### config.mk
export PLATFORM = sky130hd
export DESIGN_NAME = viterbi_frame_ctrl
export DESIGN_NICKNAME = d
export VERILOG_FILES = /design/src/rtl/pipe_viterbi_pkg.sv /design/src/rtl/vit_tag_pipe.sv /design/src/rtl/viterbi_frame_ctrl.sv
export SDC_FILE = /design/constraint.sdc
export NUM_CORES = 1
export LEC_CHECK = 0
export BUFFER_PORTS_ARGS = -buffer_cell sky130_fd_sc_hd__buf_2
export CAP_MARGIN = 20
export CELL_PAD_IN_SITES_DETAIL_PLACEMENT = 0
export CELL_PAD_IN_SITES_GLOBAL_PLACEMENT = 1
export CORE_MARGIN = 3
export CORE_UTILIZATION = 43
export DETAILED_ROUTE_END_ITERATION = 16
export PLACE_DENSITY = 0.84
export SLEW_MARGIN = 15
export SYNTH_ARGS = -nofsm -noshare
export SYNTH_HDL_FRONTEND = slang
export SYNTH_SLANG_ARGS = --single-unit
### constraint.sdc
create_clock -name clk -period 3.3 [get_ports clk]
set_clock_uncertainty 0.1 [all_clocks]
set_input_delay 0.495 -clock clk [delete_from_list [all_inputs] [get_ports clk]]
set_output_delay 0.495 -clock clk [all_outputs]
set_load 0.02 [all_outputs]
### src/rtl/pipe_viterbi_pkg.sv
// Shared types and widths for the PipeViterbi frame controller.
package pipe_viterbi_pkg;

  localparam int unsigned SYM_W = 16;
  localparam int unsigned DEC_W = 8;

  typedef enum logic [2:0] {
    IDLE,
    LOAD,
    TAIL,
    DRAIN,
    CLEAR
  } vfc_state_t;

  typedef struct packed {
    logic v;
    logic l;
  } vit_tag_t;

endpackage

### src/rtl/vit_tag_pipe.sv
// Fixed-depth shift register of {valid,last} tags that tracks the decoder latency.
module vit_tag_pipe
  import pipe_viterbi_pkg::*;
#(
  parameter int unsigned DEPTH = 11
) (
  input  logic     clk,
  input  logic     clr,
  input  vit_tag_t din,
  output vit_tag_t dout
);

  vit_tag_t stage [DEPTH];

  always_ff @(posedge clk) begin
    if (clr) begin
      for (int i = 0; i < DEPTH; i++) stage[i] <= '0;
    end else begin
      stage[0] <= din;
      for (int i = 1; i < DEPTH; i++) stage[i] <= stage[i-1];
    end
  end

  assign dout = stage[DEPTH-1];

endmodule

### src/rtl/viterbi_frame_ctrl.sv
// Frame sequencer feeding the PipeViterbi core: payload, zero tail, drain, decoder clear.
// Optional frame/gap statistics ports are enabled by defining VITERBI_FRAME_STATS_EN.
module viterbi_frame_ctrl
  import pipe_viterbi_pkg::*;
#(
  parameter int unsigned FRAME_LEN = 32,
  parameter int unsigned TAIL_LEN  = 1,
  parameter int unsigned DEC_LAT   = 11
) (
  input  logic             clk,
  input  logic             rst,
  input  logic             s_valid,
  output logic             s_ready,
  input  logic [SYM_W-1:0] s_data,
  output logic             dec_rst,
  output logic             dec_valid,
  output logic [SYM_W-1:0] dec_data,
  input  logic [DEC_W-1:0] dec_out,
  output logic             m_valid,
  output logic [DEC_W-1:0] m_data,
  output logic             m_last,
  output logic             busy
`ifdef VITERBI_FRAME_STATS_EN
  ,
  output logic [15:0]      frame_cnt,
  output logic [15:0]      gap_cnt
`endif
);

  localparam int unsigned WCNT_W = $clog2(FRAME_LEN + 1);
  localparam int unsigned TCNT_W = 4;
  localparam int unsigned DCNT_W = $clog2(DEC_LAT + 2);
  localparam logic [WCNT_W-1:0] WCNT_LAST = WCNT_W'(FRAME_LEN - 1);
  localparam logic [TCNT_W-1:0] TCNT_LAST = TCNT_W'(TAIL_LEN - 1);
  localparam logic [DCNT_W-1:0] DCNT_LAST = DCNT_W'(DEC_LAT + 1);

  // A one-word frame would need IDLE to jump straight past LOAD.
  generate
    if (FRAME_LEN < 2 || FRAME_LEN > 1024 || TAIL_LEN > 15 || DEC_LAT < 1 || DEC_LAT > 64)
    begin : g_bad_cfg
      $error("viterbi_frame_ctrl: parameter out of range");
    end
  endgenerate

  vfc_state_t        state, state_n;
  logic [WCNT_W-1:0] wcnt, wcnt_n;
  logic [TCNT_W-1:0] tcnt, tcnt_n;
  logic [DCNT_W-1:0] dcnt, dcnt_n;
  logic              accept, last_word, clr_pulse;
  vit_tag_t          tag_in, tag_out;

  assign accept    = s_valid && s_ready;
  assign last_word = accept && (wcnt == WCNT_LAST);
  assign dec_rst   = rst | clr_pulse;

  always_ff @(posedge clk) begin
    if (rst) begin
      state <= IDLE;
      wcnt  <= '0;
      tcnt  <= '0;
      dcnt  <= '0;
    end else begin
      state <= state_n;
      wcnt  <= wcnt_n;
      tcnt  <= tcnt_n;
      dcnt  <= dcnt_n;
    end
  end

  always_comb begin
    state_n = state;
    wcnt_n  = wcnt;
    tcnt_n  = tcnt;
    dcnt_n  = dcnt;
    unique case (state)
      IDLE: if (accept) begin
        wcnt_n  = WCNT_W'(1);
        state_n = LOAD;
      end
      LOAD: if (accept) begin
        if (wcnt == WCNT_LAST) begin
          wcnt_n  = '0;
          state_n = (TAIL_LEN > 0) ? TAIL : DRAIN;
        end else begin
          wcnt_n = wcnt + WCNT_W'(1);
        end
      end
      TAIL: if (tcnt == TCNT_LAST) begin
        tcnt_n  = '0;
        state_n = DRAIN;
      end else begin
        tcnt_n = tcnt + TCNT_W'(1);
      end
      // Hold off the clear until the last tagged byte has left m_valid.
      DRAIN: if (dcnt == DCNT_LAST) begin
        dcnt_n  = '0;
        state_n = CLEAR;
      end else begin
        dcnt_n = dcnt + DCNT_W'(1);
      end
      CLEAR:   state_n = IDLE;
      default: state_n = IDLE;
    endcase
  end

  // Control outputs are registered decodes of the next state.
  always_ff @(posedge clk) begin
    if (rst) begin
      s_ready   <= 1'b1;
      busy      <= 1'b0;
      clr_pulse <= 1'b0;
      dec_valid <= 1'b0;
      dec_data  <= '0;
      tag_in    <= '0;
      m_valid   <= 1'b0;
      m_last    <= 1'b0;
      m_data    <= '0;
    end else begin
      s_ready   <= (state_n == IDLE) || (state_n == LOAD);
      busy      <= (state_n != IDLE);
      clr_pulse <= (state_n == CLEAR);
      if (accept) begin
        dec_valid <= 1'b1;
        dec_data  <= s_data;
      end else if (state == TAIL) begin
        dec_valid <= 1'b1;
        dec_data  <= '0;
      end else begin
        dec_valid <= 1'b0;
      end
      tag_in  <= '{v: accept, l: last_word};
      m_valid <= tag_out.v;
      m_last  <= tag_out.l;
      m_data  <= dec_out;
    end
  end

  vit_tag_pipe #(.DEPTH(DEC_LAT)) u_tag_pipe (
    .clk  (clk),
    .clr  (rst),
    .din  (tag_in),
    .dout (tag_out)
  );

`ifdef VITERBI_FRAME_STATS_EN
  always_ff @(posedge clk) begin
    if (rst) begin
      frame_cnt <= '0;
      gap_cnt   <= '0;
    end else begin
      if (state == CLEAR) frame_cnt <= frame_cnt + 16'd1;
      if (state == IDLE && accept) gap_cnt <= '0;
      else if (state == LOAD && !s_valid && gap_cnt != 16'hFFFF) gap_cnt <= gap_cnt + 16'd1;
    end
  end
`endif

endmodule

# After elaboration in Yosys (flattened, before gate mapping)
# Memory sizes are Yosys's and may differ from the RTL's. A register that Yosys moved wholly into a read port is not among the register bits.
# Cells that the tools add are included.
dict set report totals {
  reg_bits 47
  ramBits 22
  in_bits 27
  output_inout_bits 30
  elab_cells 77
  mem_count 1
}
# name words word_bits read_ports rd_clocked_by_memory_dff write_ports line
set mem_list {}
lappend mem_list {u_tag_pipe.stage 11 2 11 1 11 vit_tag_pipe.sv:13} ;# vit_tag_t stage [DEPTH];
dict set report classes {
  add_sub_neg 3
  eq_ne 9
  mux 30
  bitwise 12
  n_reduce_logical 10
}
# op n
set op_table {}
lappend op_table {{16-bit two-way mux} 2}
lappend op_table {{2-bit two-way mux} 11}
lappend op_table {{6-bit two-way mux} 3}
lappend op_table {{3-bit two-way mux} 5}
lappend op_table {{1-bit bitwise OR} 12}
lappend op_table {{3-bit one-hot mux with 4 select lines} 1}
lappend op_table {{6-bit one-hot mux with 2 select lines} 1}
lappend op_table {{4-bit by 1-bit adder with 4-bit output, second input constant} 2}
lappend op_table {{4-bit two-way mux} 2}
lappend op_table {{6-bit by 1-bit adder with 6-bit output, second input constant} 1}
lappend op_table {{3-bit by 1-bit equality test with 1-bit output, second input constant} 2}
lappend op_table {{3-bit by 2-bit equality test with 1-bit output, second input constant} 2}
lappend op_table {{6-bit by 5-bit equality test with 1-bit output, second input constant} 1}
lappend op_table {{3-bit zero test} 2}
lappend op_table {{1-bit two-way mux} 5}
lappend op_table {{4-bit equality test, second input constant} 1}
lappend op_table {{4-bit zero test} 1}
lappend op_table {{2-bit != test, second input constant} 2}
lappend op_table {{2-bit nonzero test} 2}
lappend op_table {{3-bit equality test, second input constant} 1}
lappend op_table {{3-bit AND reduction} 1}
lappend op_table {{3-bit nonzero test} 1}
lappend op_table {{1-bit logical AND} 2}
lappend op_table {{1-bit logical OR} 1}

# Longest topological paths before layout
# Gate-level depths: netlist (run 1).
dict set report depth {
  depth_word 6
  depth_mapped 6
  depth_no_buf 6
}

# Cells and area by module
# A second synthesis (run 1) with hierarchy kept.
dict set report unflattened {
  hier_cells 223
  area_unflattened_um2 2439.8
}
# mod instances cells_per_inst area_per_inst_um2 seq_area_each_um2
set by_module_without_submodules {}
lappend by_module_without_submodules {viterbi_frame_ctrl 1 177 1799.2 980.9}
lappend by_module_without_submodules {vit_tag_pipe 1 46 640.6 440.4}

# Worst setup path before layout (run 1)
# OpenSTA, ideal clock, no wires.
dict set report synth_timing {
  path_type {input -> output}
  startpoint {input port rst}
  endpoint {output port dec_rst}
  t_arrival_ns 1.272
  required_ns 2.705
  slack_ns 1.433
  cell_stages 3
  path_buffers 2
  cell_sequence {clkbuf_1 clkbuf_1 or2_1}
}
dict set report synth_between {
  elab_chain_cells 1
}
# item line
set synth_lines {}
lappend synth_lines {{start: declaration} viterbi_frame_ctrl.sv:11} ;# input logic rst,
lappend synth_lines {{1-bit bitwise OR} viterbi_frame_ctrl.sv:54} ;# assign dec_rst = rst | clr_pulse;
lappend synth_lines {{end: declaration} viterbi_frame_ctrl.sv:15} ;# output logic dec_rst,
# No other way between the ends.

# Final worst setup path (run 1)
# Ends and elaborated chain as after synthesis.

==> metrics.md, run 1 <==
| Metric | Value |
|---|---|
| Status | `finished, final reports clean` |
| Slew margin rel. | `66.73%` |
| Worst-path clk slew | `0.07 ns` |
| First-pass GRT wire length | `7.051 mm` |
| Seq/Total Area, Yosys | `59.38%` |
| CTS tree | `yes` |
| Congestion Overflow GR | `0` |
| Crit path DAT | `1.23 ns` |
| Crit share post-route | `55.30%` |
| Post-CTS setup buffer count | `0` |
| CTS resizes | `0` |
| Worst slew pin tran | `0.4990 ns` |
| Clock buffer count from CTS | `9` |
| H-tree levels | `3` |
| Worst min path class | `in -> reg` |
| Initial DRT Pass Iterations | `4` |
| Vias in the first global route | `1535` |
| Most common library cells after synthesis | `dfxtp_1 (71), nor2b_1 (32), a22o_1 (16)` |
| DIE HEIGHT | `80.61 um` |
| P_leak | `1.243 nW` |
| WS Path Type | `in -> out` |
| Library cells used by synthesis | `39` |
| Synth Instances | `228` |
| Pre-CTS setup slack | `1.200 ns` |
| Pin count of the biggest net entering global routing | `29` |
| Placed Cells | `345` |
| Setup violators final | `0` |
| Fin Setup TNS | `0 ns` |
| Post-synth EDFFs | `0` |
| Largest stage delay on the critical path | `0.41 ns` |
| Max Freq | `547.9 MHz` |
| Post-Layout Cell Count | `361` |
| Iter 0 DRT Violations | `85` |
| Gr usage total | `14.31%` |
| Max cap viols | `0` |
| WHS | `0.2665 ns` |
| Placed cell area | `0.002718 mm2` |
| Area Overhead vs Synth | `21.64%` |
| CTS Buffer Depth | `2` |
| Antenna viol nets, final | `0` |
| Ant. Diodes | `0` |
| Met3 GRT Util | `6.614%` |
| Crit path cell chain | `buf_2 > or2_1 > buf_2` |
| Final nets | `319` |
| Peak fanout along the critical path | `28` |
| Mapped cell area | `0.002394 mm2` |
| Final Instance Area | `0.002912 mm2` |
| YS warnings | `0` |
| Synthesis-stage register bit count | `71` |
| Min cycle time layout | `1.825 ns` |
| Post-Route WL | `4.420 mm` |
| Sink Count | `71` |
| Footprint of the multi-input gates | `887.1 um2` |
| # fillers | `489` |
| Antenna violations before repair | `0` |
| Pwr Total | `1.643 mW` |
| Number of port buffers | `56` |
| Top cells by area, synth | `dfxtp_1 (59%), nor2b_1 (8.4%), a22o_1 (5.9%)` |
| Clock root buffer master | `clkbuf_8` |
| Cell area power density | `564.4 mW/mm2` |
| Global route hottest layer | `met2` |
| Die outline area | `0.006498 mm2` |
| Share of the synthesized area in the top cell type | `59.38%` |
| Fin. Hold Viols | `0` |
| Mapped Nets | `260` |
| Cell with the most instances after synthesis | `dfxtp_1` |
| Post-synth ARST share | `0%` |
| Clock Latency Late Sink | `0.33 ns` |
| Vias/cell | `4.795` |
| Via count | `1731` |
| Synth area leader | `dfxtp_1` |
| Slew Limit Fails | `0` |
| Met1 Use GR | `18.41%` |
| Worst EP required | `2.70 ns` |
| Cell mode on critical path | `buf_2` |
| Syn_area_per_cell | `10.50 um2` |
| Worst setup EP type | `primary output` |
| Rows | `26` |
| FF+latch area | `0.001421 mm2` |
| Fin worst setup slack | `1.475 ns` |
| RSZ-0062 raised after global routing | `false` |
| Cts hold-fix bufs | `0` |
| Starting Density | `45.70%` |
| Dpl hpwl | `3.068 mm` |
| Die width | `80.61 um` |
| CP max-delay cell | `buf_2` |
| Setup crit start kind | `input port` |
| Largest vdd supply drop | `261.5 uV` |
| WL per Instance | `12.24 um` |
| DR DRC count | `0` |
| Layout cell share with drive strength beyond 1 | `26.46%` |
| I/O Pins | `57` |
| Met2 usage | `21.19%` |
| GPL Wtd Cong | `0.7961` |
| Most used flip-flop cell after synthesis | `dfxtp_1` |
| Core ar. | `0.005238 mm2` |
| Util after Layout | `55.59%` |
## critical path: cells and delay by family
| family | cells | cell delay [ns] |
|---|---|---|
| buffers and inverters | 2 | 0.56 |
| AND/OR/NAND/NOR | 1 | 0.16 |
## where the power goes
| group | total, mW | internal [mW] | switching [mW] |
|---|---|---|---|
| clock network | 0.646 | 0.343 | 0.303 |
| logic | 0.107 | 0.0438 | 0.0627 |
| registers | 0.891 | 0.879 | 0.0119 |
## state kept, by name, indices dropped and copies added (netlist names), 2 cells and up
signal            cells
u_tag_pipe.stage     22
dec_data             16
m_data                8
wcnt                  6
dcnt                  4
tcnt                  4
state                 3
tag_in                2
## final timing paths
check | from | to | slack, ns | cells past startpoint
max | rst | dec_rst | 1.48 | 3
min | dec_out[3] | m_data[3] | 0.27 | 2
max reg2reg | state[0] | dec_data[3] | 1.59 | 5
min reg2reg | u_tag_pipe.stage[0][0] | u_tag_pipe.stage[1][0] | 0.34 | 1
## area by class of cell
type | count | share of cell area, %
well taps | 70 | 3.008
clock inverters | 6 | 2.149
multi-input cells | 139 | 30.47
inverters | 7 | 0.9025
flip-flops and latches | 71 | 48.82
repair buffers | 59 | 10.40
clock buffers | 9 | 4.254
## logic make-up after synthesis
logic type	after synthesis	share of synthesized area (%)
AND/OR/NAND/NOR	85	20.23
flip-flops	71	59.38
AO/OA/AOI/OAI	47	13.43
buffers and inverters	18	3.555
adder cells (fa/ha/maj)	5	2.614
XOR/XNOR	1	0.3660
multiplexers	1	0.4182
## placed cells by master (no fill, tap or decap), drive strengths merged, types with 2 or more instances in the layout
cell / count
a21oi: 15
a22o: 16
a31oi: 2
buf: 59
clkbuf: 9
clkinv: 5
dfxtp: 71
ha: 5
inv: 7
nand2: 15
nand3: 6
nand4b: 3
nor2: 12
nor2b: 32
nor3: 4
nor3b: 2
o21ai: 7
or2: 2
## layer usage
layer  part of all wire [%]  wire length (um)  up-vias
met4                    1.1                47        0
li1                       -                 -      901
met1                     47              2095      780
met2                     44              1960       45
met5                      0                 0        -
met3                    7.2               317        5
(Power assumes the default switching activity.)
==> run 2: changes to the inputs <==
--- a/config.mk
+++ b/config.mk
@@ -10,9 +10,9 @@
 export CELL_PAD_IN_SITES_DETAIL_PLACEMENT = 0
 export CELL_PAD_IN_SITES_GLOBAL_PLACEMENT = 1
 export CORE_MARGIN = 3
-export CORE_UTILIZATION = 43
+export CORE_UTILIZATION = 36
 export DETAILED_ROUTE_END_ITERATION = 16
-export PLACE_DENSITY = 0.84
+export PLACE_DENSITY = 0.75
 export SLEW_MARGIN = 15
 export SYNTH_ARGS = -nofsm -noshare
 export SYNTH_HDL_FRONTEND = slang
==> constraint.sdc (replaced) <==
create_clock -name clk -period 1.6 [get_ports clk]
set_clock_uncertainty 0.1 [all_clocks]
set_input_delay 0.24 -clock clk [delete_from_list [all_inputs] [get_ports clk]]
set_output_delay 0.24 -clock clk [all_outputs]
set_load 0.02 [all_outputs]
==> metrics.md, run 2 (synthesis gave the netlist of run 1 again) <==
| Metric | Value |
|---|---|
| Hold Crit Depth | `2 (unchanged)` |
| Reg2reg start | `state[1] (was state[0])` |
| Congestion Overflow GR | `0 (unchanged)` |
| Iter 0 DRT Violations | `91 (was 85)` |
| Highest metal used | `met4 (unchanged)` |
| CP max-delay cell | `or4b_1 (was buf_2)` |
| Crit path DAT | `1.76 ns (was 1.23 ns)` |
| I/O Pins | `57 (unchanged)` |
| Clock root buffer master | `clkbuf_8 (unchanged)` |
| Area Overhead vs Synth | `32.83% (was 21.64%)` |
| Gr usage total | `13.42% (was 14.31%)` |
| Worst slew pin tran | `0.6491 ns (was 0.4990 ns)` |
| GPL Wtd Cong | `0.8304 (was 0.7961)` |
| Crit path cell chain | `buf_6 > and4bb_2 > nand2_2 > or4b_1 > a21oi_1 (was buf_2 > or2_1 > buf_2)` |
| Final nets | `343 (was 319)` |
| Clock buffer count from CTS | `9 (unchanged)` |
| Die width | `87.54 um (was 80.61 um)` |
| WL per Instance | `12.49 um (was 12.24 um)` |
| Fin. Hold Viols | `0 (unchanged)` |
| Placed Cells | `362 (was 345)` |
| Die outline area | `0.007663 mm2 (was 0.006498 mm2)` |
| Placed cell area | `0.002816 mm2 (was 0.002718 mm2)` |
| H-tree levels | `3 (unchanged)` |
| Crit share post-route | `98.73%` |
| Initial DRT Pass Iterations | `4 (unchanged)` |
| Post-Route WL | `4.908 mm (was 4.420 mm)` |
| Rows | `29 (was 26)` |
| RSZ-0062 raised after global routing | `true (was false)` |
| Max cap viols | `0 (unchanged)` |
| DIE HEIGHT | `87.54 um (was 80.61 um)` |
| Final Instance Area | `0.003179 mm2 (was 0.002912 mm2)` |
| Flip-flop count of the largest register after layout | `22 (unchanged)` |
| Cell area power density | `1114 mW/mm2 (was 564.4 mW/mm2)` |
| Max Freq | `633.1 MHz` |
| Clock Latency Late Sink | `0.34 ns (was 0.33 ns)` |
| Peak fanout along the critical path | `8 (was 28)` |
| CTS tree | `yes (unchanged)` |
| Vias in the first global route | `1771 (was 1535)` |
| Worst min path class | `in -> reg (unchanged)` |
| Biggest register | `u_tag_pipe.stage (unchanged)` |
| Largest vdd supply drop | `866.0 uV (was 261.5 uV)` |
| Starting Density | `37.48% (was 45.70%)` |
| CTS Buffer Depth | `2 (unchanged)` |
| Worst-path clk slew | `0.08 ns (was 0.07 ns)` |
| Pre-CTS setup slack | `-0.2062 ns (was 1.200 ns)` |
| Layout cell share with drive strength beyond 1 | `29.75% (was 26.46%)` |
| Worst setup EP type | `flop (was primary output)` |
| Most frequent cells in the layout | `dfxtp_1 (69), buf_2 (56), nor2b_1 (32) (was dfxtp_1 (71), buf_2 (56), nor2b_1 (32))` |
| Worst EP required | `1.78 ns (was 2.70 ns)` |
| Vias/cell | `4.743 (was 4.795)` |
| Dpl hpwl | `3.198 mm (was 3.068 mm)` |
| Setup violators final | `0 (unchanged)` |
| Post-Layout Cell Count | `393 (was 361)` |
| R2R depth | `5 (unchanged)` |
| Via count | `1864 (was 1731)` |
| First-pass GRT wire length | `7.907 mm (was 7.051 mm)` |
| Fin Setup TNS | `0 ns (unchanged)` |
| Min cycle time layout | `1.580 ns` |
| Sink Count | `71 (unchanged)` |
| Status | `finished, final reports clean (unchanged)` |
| Ant. Diodes | `0 (unchanged)` |
| P_leak | `1.353 nW (was 1.243 nW)` |
| Slew margin rel. | `56.68% (was 66.73%)` |
| Pin count of the biggest net entering global routing | `55 (was 29)` |
| WS Path Type | `reg -> reg (was in -> out)` |
| Delay-heaviest family, CP | `simple AND/OR/NAND/NOR gates (was buffers and inverters)` |
| WHS | `0.01033 ns (was 0.2665 ns)` |
| Fin worst setup slack | `0.02036 ns (was 1.475 ns)` |
| Commonest non-fill, non-tap cell in the layout | `dfxtp_1 (unchanged)` |
| Met1 WL | `2.252 mm (was 2.095 mm)` |
| Min-Delay Startpoint | `dec_out[2] (was dec_out[3])` |
| Reg2reg end | `wcnt[4] (was dec_data[3])` |
| WHS Endpoint | `m_data[2] (was m_data[3])` |
| Slew Limit Fails | `0 (unchanged)` |
| DR DRC count | `0 (unchanged)` |
| Number of port buffers | `56 (unchanged)` |
| Worst Path Buf+Inv | `1 (was 2)` |
| Antenna viol nets, final | `0 (unchanged)` |
| Antenna violations before repair | `0 (unchanged)` |
| Core ar. | `0.006386 mm2 (was 0.005238 mm2)` |
| DR WL met3 | `262 um (was 317 um)` |
| Worst R2R Setup Slack | `0.02 ns (was 1.59 ns)` |
| Setup crit start kind | `flop (was input port)` |
| Largest regs | `u_tag_pipe.stage (22), dec_data (16), m_data (8) (unchanged)` |
| Largest stage delay on the critical path | `0.46 ns (was 0.41 ns)` |
| WL met2 | `2.300 mm (was 1.960 mm)` |
[run 2: report_power, final]
part / leakage (nW) / switching [mW] / total (mW) / internal, mW
Combinational: 0.680 / 0.144 / 0.266 / 0.122
Sequential: 0.580 / 0.0189 / 1.83 / 1.81
Clock: 0.0929 / 0.711 / 1.45 / 0.735
[run 2: metrics by stage]
stage | util [%] | power (mW)
2_1_floorplan | - | 2.008
3_3_place_gp | 44.10 | 2.107
3_5_place_dp | 44.10 | 2.111
4_1_cts | 49.28 | 3.586
5_1_grt | 49.78 | 3.710
6_report | 49.78 | 3.542
[run 2: worst max-delay path by stage]
stage                        start     endpoint  slack, ns  cells past startpoint
after global routing      state[1]      wcnt[4]      -0.04                      5
after global placement    state[1]  dec_data[1]      -0.11                      4
final                     state[1]      wcnt[4]       0.02                      5
after floorplan            s_ready      wcnt[4]       0.01                      4
after detailed placement  state[1]  dec_data[4]      -0.21                      4
after CTS                 state[2]      wcnt[4]       0.01                      5
[run 2: worst reg2reg max path, stage by stage, from the launching register on]
cell,delay (ns)
dfxtp_2,0.32
buf_6,0.12
and4bb_2,0.31
nand2_2,0.05
or4b_1,0.46
a21oi_1,0.15
[run 2: cell type report]
cell class / instances / area, um2
Multi-Input combinational cell: 139 / 894.6
Timing Repair Buffer: 83 / 535.5
Tap cell: 77 / 96.34
Clock buffer: 9 / 123.9
Inverter: 7 / 26.28
Fill cell: 599 / 3207
Clock inverter: 7 / 78.83
Sequential cell: 71 / 1424
[run 2: routing by layer]
metal	vias up	global-route usage, %
li1	951	-
met1	864	16.03
met2	41	20.68
met3	8	4.704
met4	0	8.229
met5	-	0
[run 2: repair_timing]
action / CTS / global route
endpoints found under the hold margin: 11 / 2
setup buffers: 2 / 0
setup endpoints to repair: 17 / 3
hold buffers: 11 / 2
pin swaps: 3 / 2
gates resized for setup: 1 / 5
==> run 3: changes to the inputs <==
--- a/config.mk
+++ b/config.mk
@@ -5,8 +5,7 @@
 export SDC_FILE = /design/constraint.sdc
 export NUM_CORES = 1
 export LEC_CHECK = 0
-export BUFFER_PORTS_ARGS = -buffer_cell sky130_fd_sc_hd__buf_2
-export CAP_MARGIN = 20
+export BUFFER_PORTS_ARGS = -buffer_cell sky130_fd_sc_hd__clkbuf_2
 export CELL_PAD_IN_SITES_DETAIL_PLACEMENT = 0
 export CELL_PAD_IN_SITES_GLOBAL_PLACEMENT = 1
 export CORE_MARGIN = 3
==> metrics.md, run 3 (synthesis gave the netlist of run 1 again) <==
| Metric | Value |
|---|---|
| Status | `complete, but fails checks (was finished, final reports clean)` |
| Failing checks | `negative setup slack` |
| DR DRC count | `0 (unchanged)` |
| WS Path Type | `reg -> reg (unchanged)` |
| Met1 Use GR | `15.86% (was 16.03%)` |
| Layout cell share with drive strength beyond 1 | `30.29% (was 29.75%)` |
| Max cap viols | `0 (unchanged)` |
| I/O Pins | `57 (unchanged)` |
| First-pass GRT wire length | `7.748 mm (was 7.907 mm)` |
| Switching power share of the total | `24.73% (was 24.67%)` |
| CTS tree | `yes (unchanged)` |
| Crit path cell chain | `buf_6 > and4bb_2 > nand2_2 > or4b_4 > a21oi_2 (was buf_6 > and4bb_2 > nand2_2 > or4b_1 > a21oi_1)` |
| CTS Buffer Depth | `2 (unchanged)` |
| WHS | `0.01863 ns (was 0.01033 ns)` |
| Cell area power density | `1078 mW/mm2 (was 1114 mW/mm2)` |
| Clock root buffer master | `clkbuf_8 (unchanged)` |
| Fin Setup TNS | `-0.02738 ns (was 0 ns)` |
| Most frequent cells in the layout | `dfxtp_1 (69), clkbuf_2 (56), nor2b_1 (32) (was dfxtp_1 (69), buf_2 (56), nor2b_1 (32))` |
| Biggest register | `u_tag_pipe.stage (unchanged)` |
| Vias in the first global route | `1690 (was 1771)` |
| Slew Limit Fails | `0 (unchanged)` |
| RSZ-0062 raised after global routing | `true (unchanged)` |
| CP max-delay cell | `or4b_4 (was or4b_1)` |
| Met3 GRT Util | `6.585% (was 4.704%)` |
| Final nets | `334 (was 343)` |
| Fin. Hold Viols | `0 (unchanged)` |
| Vias/cell | `4.729 (was 4.743)` |
| Largest stage delay on the critical path | `0.53 ns (was 0.46 ns)` |
| Via count | `1816 (was 1864)` |
| Flip-flop count of the largest register after layout | `22 (unchanged)` |
| Sink Count | `71 (unchanged)` |
| Worst R2R Setup Slack | `-0.03 ns (was 0.02 ns)` |
| Fin worst setup slack | `-0.02738 ns (was 0.02036 ns)` |
| DIE HEIGHT | `87.54 um (unchanged)` |
| Max Freq | `614.5 MHz (was 633.1 MHz)` |
| Congestion Overflow GR | `0 (unchanged)` |
| Antenna violations before repair | `0 (unchanged)` |
| Reg power frac | `55.4% (was 51.7%)` |
| Slew margin rel. | `75.02% (was 56.68%)` |
| Peak fanout along the critical path | `2 (was 8)` |
| Ant. Diodes | `0 (unchanged)` |
| H-tree levels | `3 (unchanged)` |
| Iter 0 DRT Violations | `88 (was 91)` |
| Gr usage total | `13.15% (was 13.42%)` |
| GPL Wtd Cong | `0.7433 (was 0.8304)` |
| Die outline area | `0.007663 mm2 (unchanged)` |
| P_sw | `0.8180 mW (was 0.8738 mW)` |
| Util after Layout | `48.06% (was 49.78%)` |
| Dpl hpwl | `3.111 mm (was 3.198 mm)` |
| Worst slew pin tran | `0.3739 ns (was 0.6491 ns)` |
| Clock power frac | `37.1% (was 40.8%)` |
| Clock Latency Late Sink | `0.33 ns (was 0.34 ns)` |
| Crit share post-route | `101.7% (was 98.73%)` |
| Pin count of the biggest net entering global routing | `55 (unchanged)` |
| Cell-internal power | `2.489 mW (was 2.668 mW)` |
| Antenna viol nets, final | `0 (unchanged)` |
| Clock buffer count from CTS | `9 (unchanged)` |
| Area Overhead vs Synth | `28.23% (was 32.83%)` |
| Post-Layout Cell Count | `384 (was 393)` |
| Largest vdd supply drop | `724.5 uV (was 866.0 uV)` |
| Die width | `87.54 um (unchanged)` |
| Initial DRT Pass Iterations | `4 (unchanged)` |
| Setup violators final | `1 (was 0)` |
| Global route hottest layer | `met2 (unchanged)` |
| Number of port buffers | `56 (unchanged)` |
| P_leak | `1.298 nW (was 1.353 nW)` |
| Worst EP required | `1.76 ns (was 1.78 ns)` |
| Setup crit start kind | `flop (unchanged)` |
| Post-Route WL | `4.639 mm (was 4.908 mm)` |
| WL per Instance | `12.08 um (was 12.49 um)` |
| Met2 usage | `20.34% (was 20.68%)` |
| Worst-path clk slew | `0.08 ns (about the same)` |
| Rows | `29 (unchanged)` |
| Largest regs | `u_tag_pipe.stage (22), dec_data (16), m_data (8) (unchanged)` |
| Crit path DAT | `1.79 ns (was 1.76 ns)` |
| Starting Density | `37.48% (unchanged)` |
| Placed Cells | `362 (unchanged)` |
| Worst min path class | `in -> reg (unchanged)` |
| Combinational Power Share | `7.5% (about the same)` |
| Worst setup EP type | `flop (unchanged)` |
| Core ar. | `0.006386 mm2 (unchanged)` |
| Min cycle time layout | `1.627 ns (was 1.580 ns)` |
| Commonest non-fill, non-tap cell in the layout | `dfxtp_1 (unchanged)` |
## run 3: cell types whose count changed in the layout (fill, tap and decap cells not counted), sizes merged
cell and delta:
buf -57, dlygate4sd3 -8, clkinvlp -1, inv -2
clkinv +3, clkbuf +57, bufinv -1
## run 3: critical path, delay by kind of cell, from the launching register on
family                 cells  cell delay (ns)
buffers and inverters      1             0.11
DFF                        1             0.32
and+or+nand+nor            3             0.90
AOI/OAI and AO/OA          1             0.14
## run 3: metal layers
| metal | routed length, um | vias to the layer above |
|---|---|---|
| met4 | 47 | 0 |
| met5 | 0 | - |
| met3 | 325 | 4 |
| met2 | 2143 | 46 |
| li1 | - | 934 |
| met1 | 2122 | 832 |
## run 3: final timing paths
path	end	start	depth (start not counted)
hold reg to reg	u_tag_pipe.stage[9][0]	u_tag_pipe.stage[8][0]	1
setup reg to reg	wcnt[4]	state[1]	5
setup / recovery	wcnt[4]	state[1]	5
hold / removal	m_data[5]	dec_out[5]	2
## run 3: area by class of cell
class                   count  area (um2)
well taps                  77       96.34
multi-input cells         139       904.6
flip-flops and latches     71        1424
clock buffers              10       127.6
clock inverters             6       46.29
repair buffers             74       444.2
fillers                   620        3317
inverters                   7       26.28
## run 3: timing repair
action                                 CTS  global route
setup endpoints to repair               17            18
pin swaps                                4             0
hold buffers                             2             3
resized for setup                        5             2
endpoints found under the hold margin    2             3
setup buffers                            2             0
## run 3: power groups by stage
stage | clock [mW] | sequential [mW] | combinational [mW]
CTS | 1.29 | 1.83 | 0.247
finish | 1.23 | 1.83 | 0.249
floorplan | 0 | 1.92 | 0.0894
global route | 1.37 | 1.84 | 0.276
global placement | 0 | 1.87 | 0.237
detailed placement | 0 | 1.87 | 0.239
## run 3: through the flow
step	total power, mW	cell area [um2]	worst slack (ns)
4_1_cts	3.363	3030	-0.01064
3_5_place_dp	2.111	2816	-0.1814
6_report	3.307	3069	-0.02738
3_3_place_gp	2.109	2816	-0.1149
5_1_grt	3.480	3069	-0.06083
2_1_floorplan	2.008	2396	0.01441
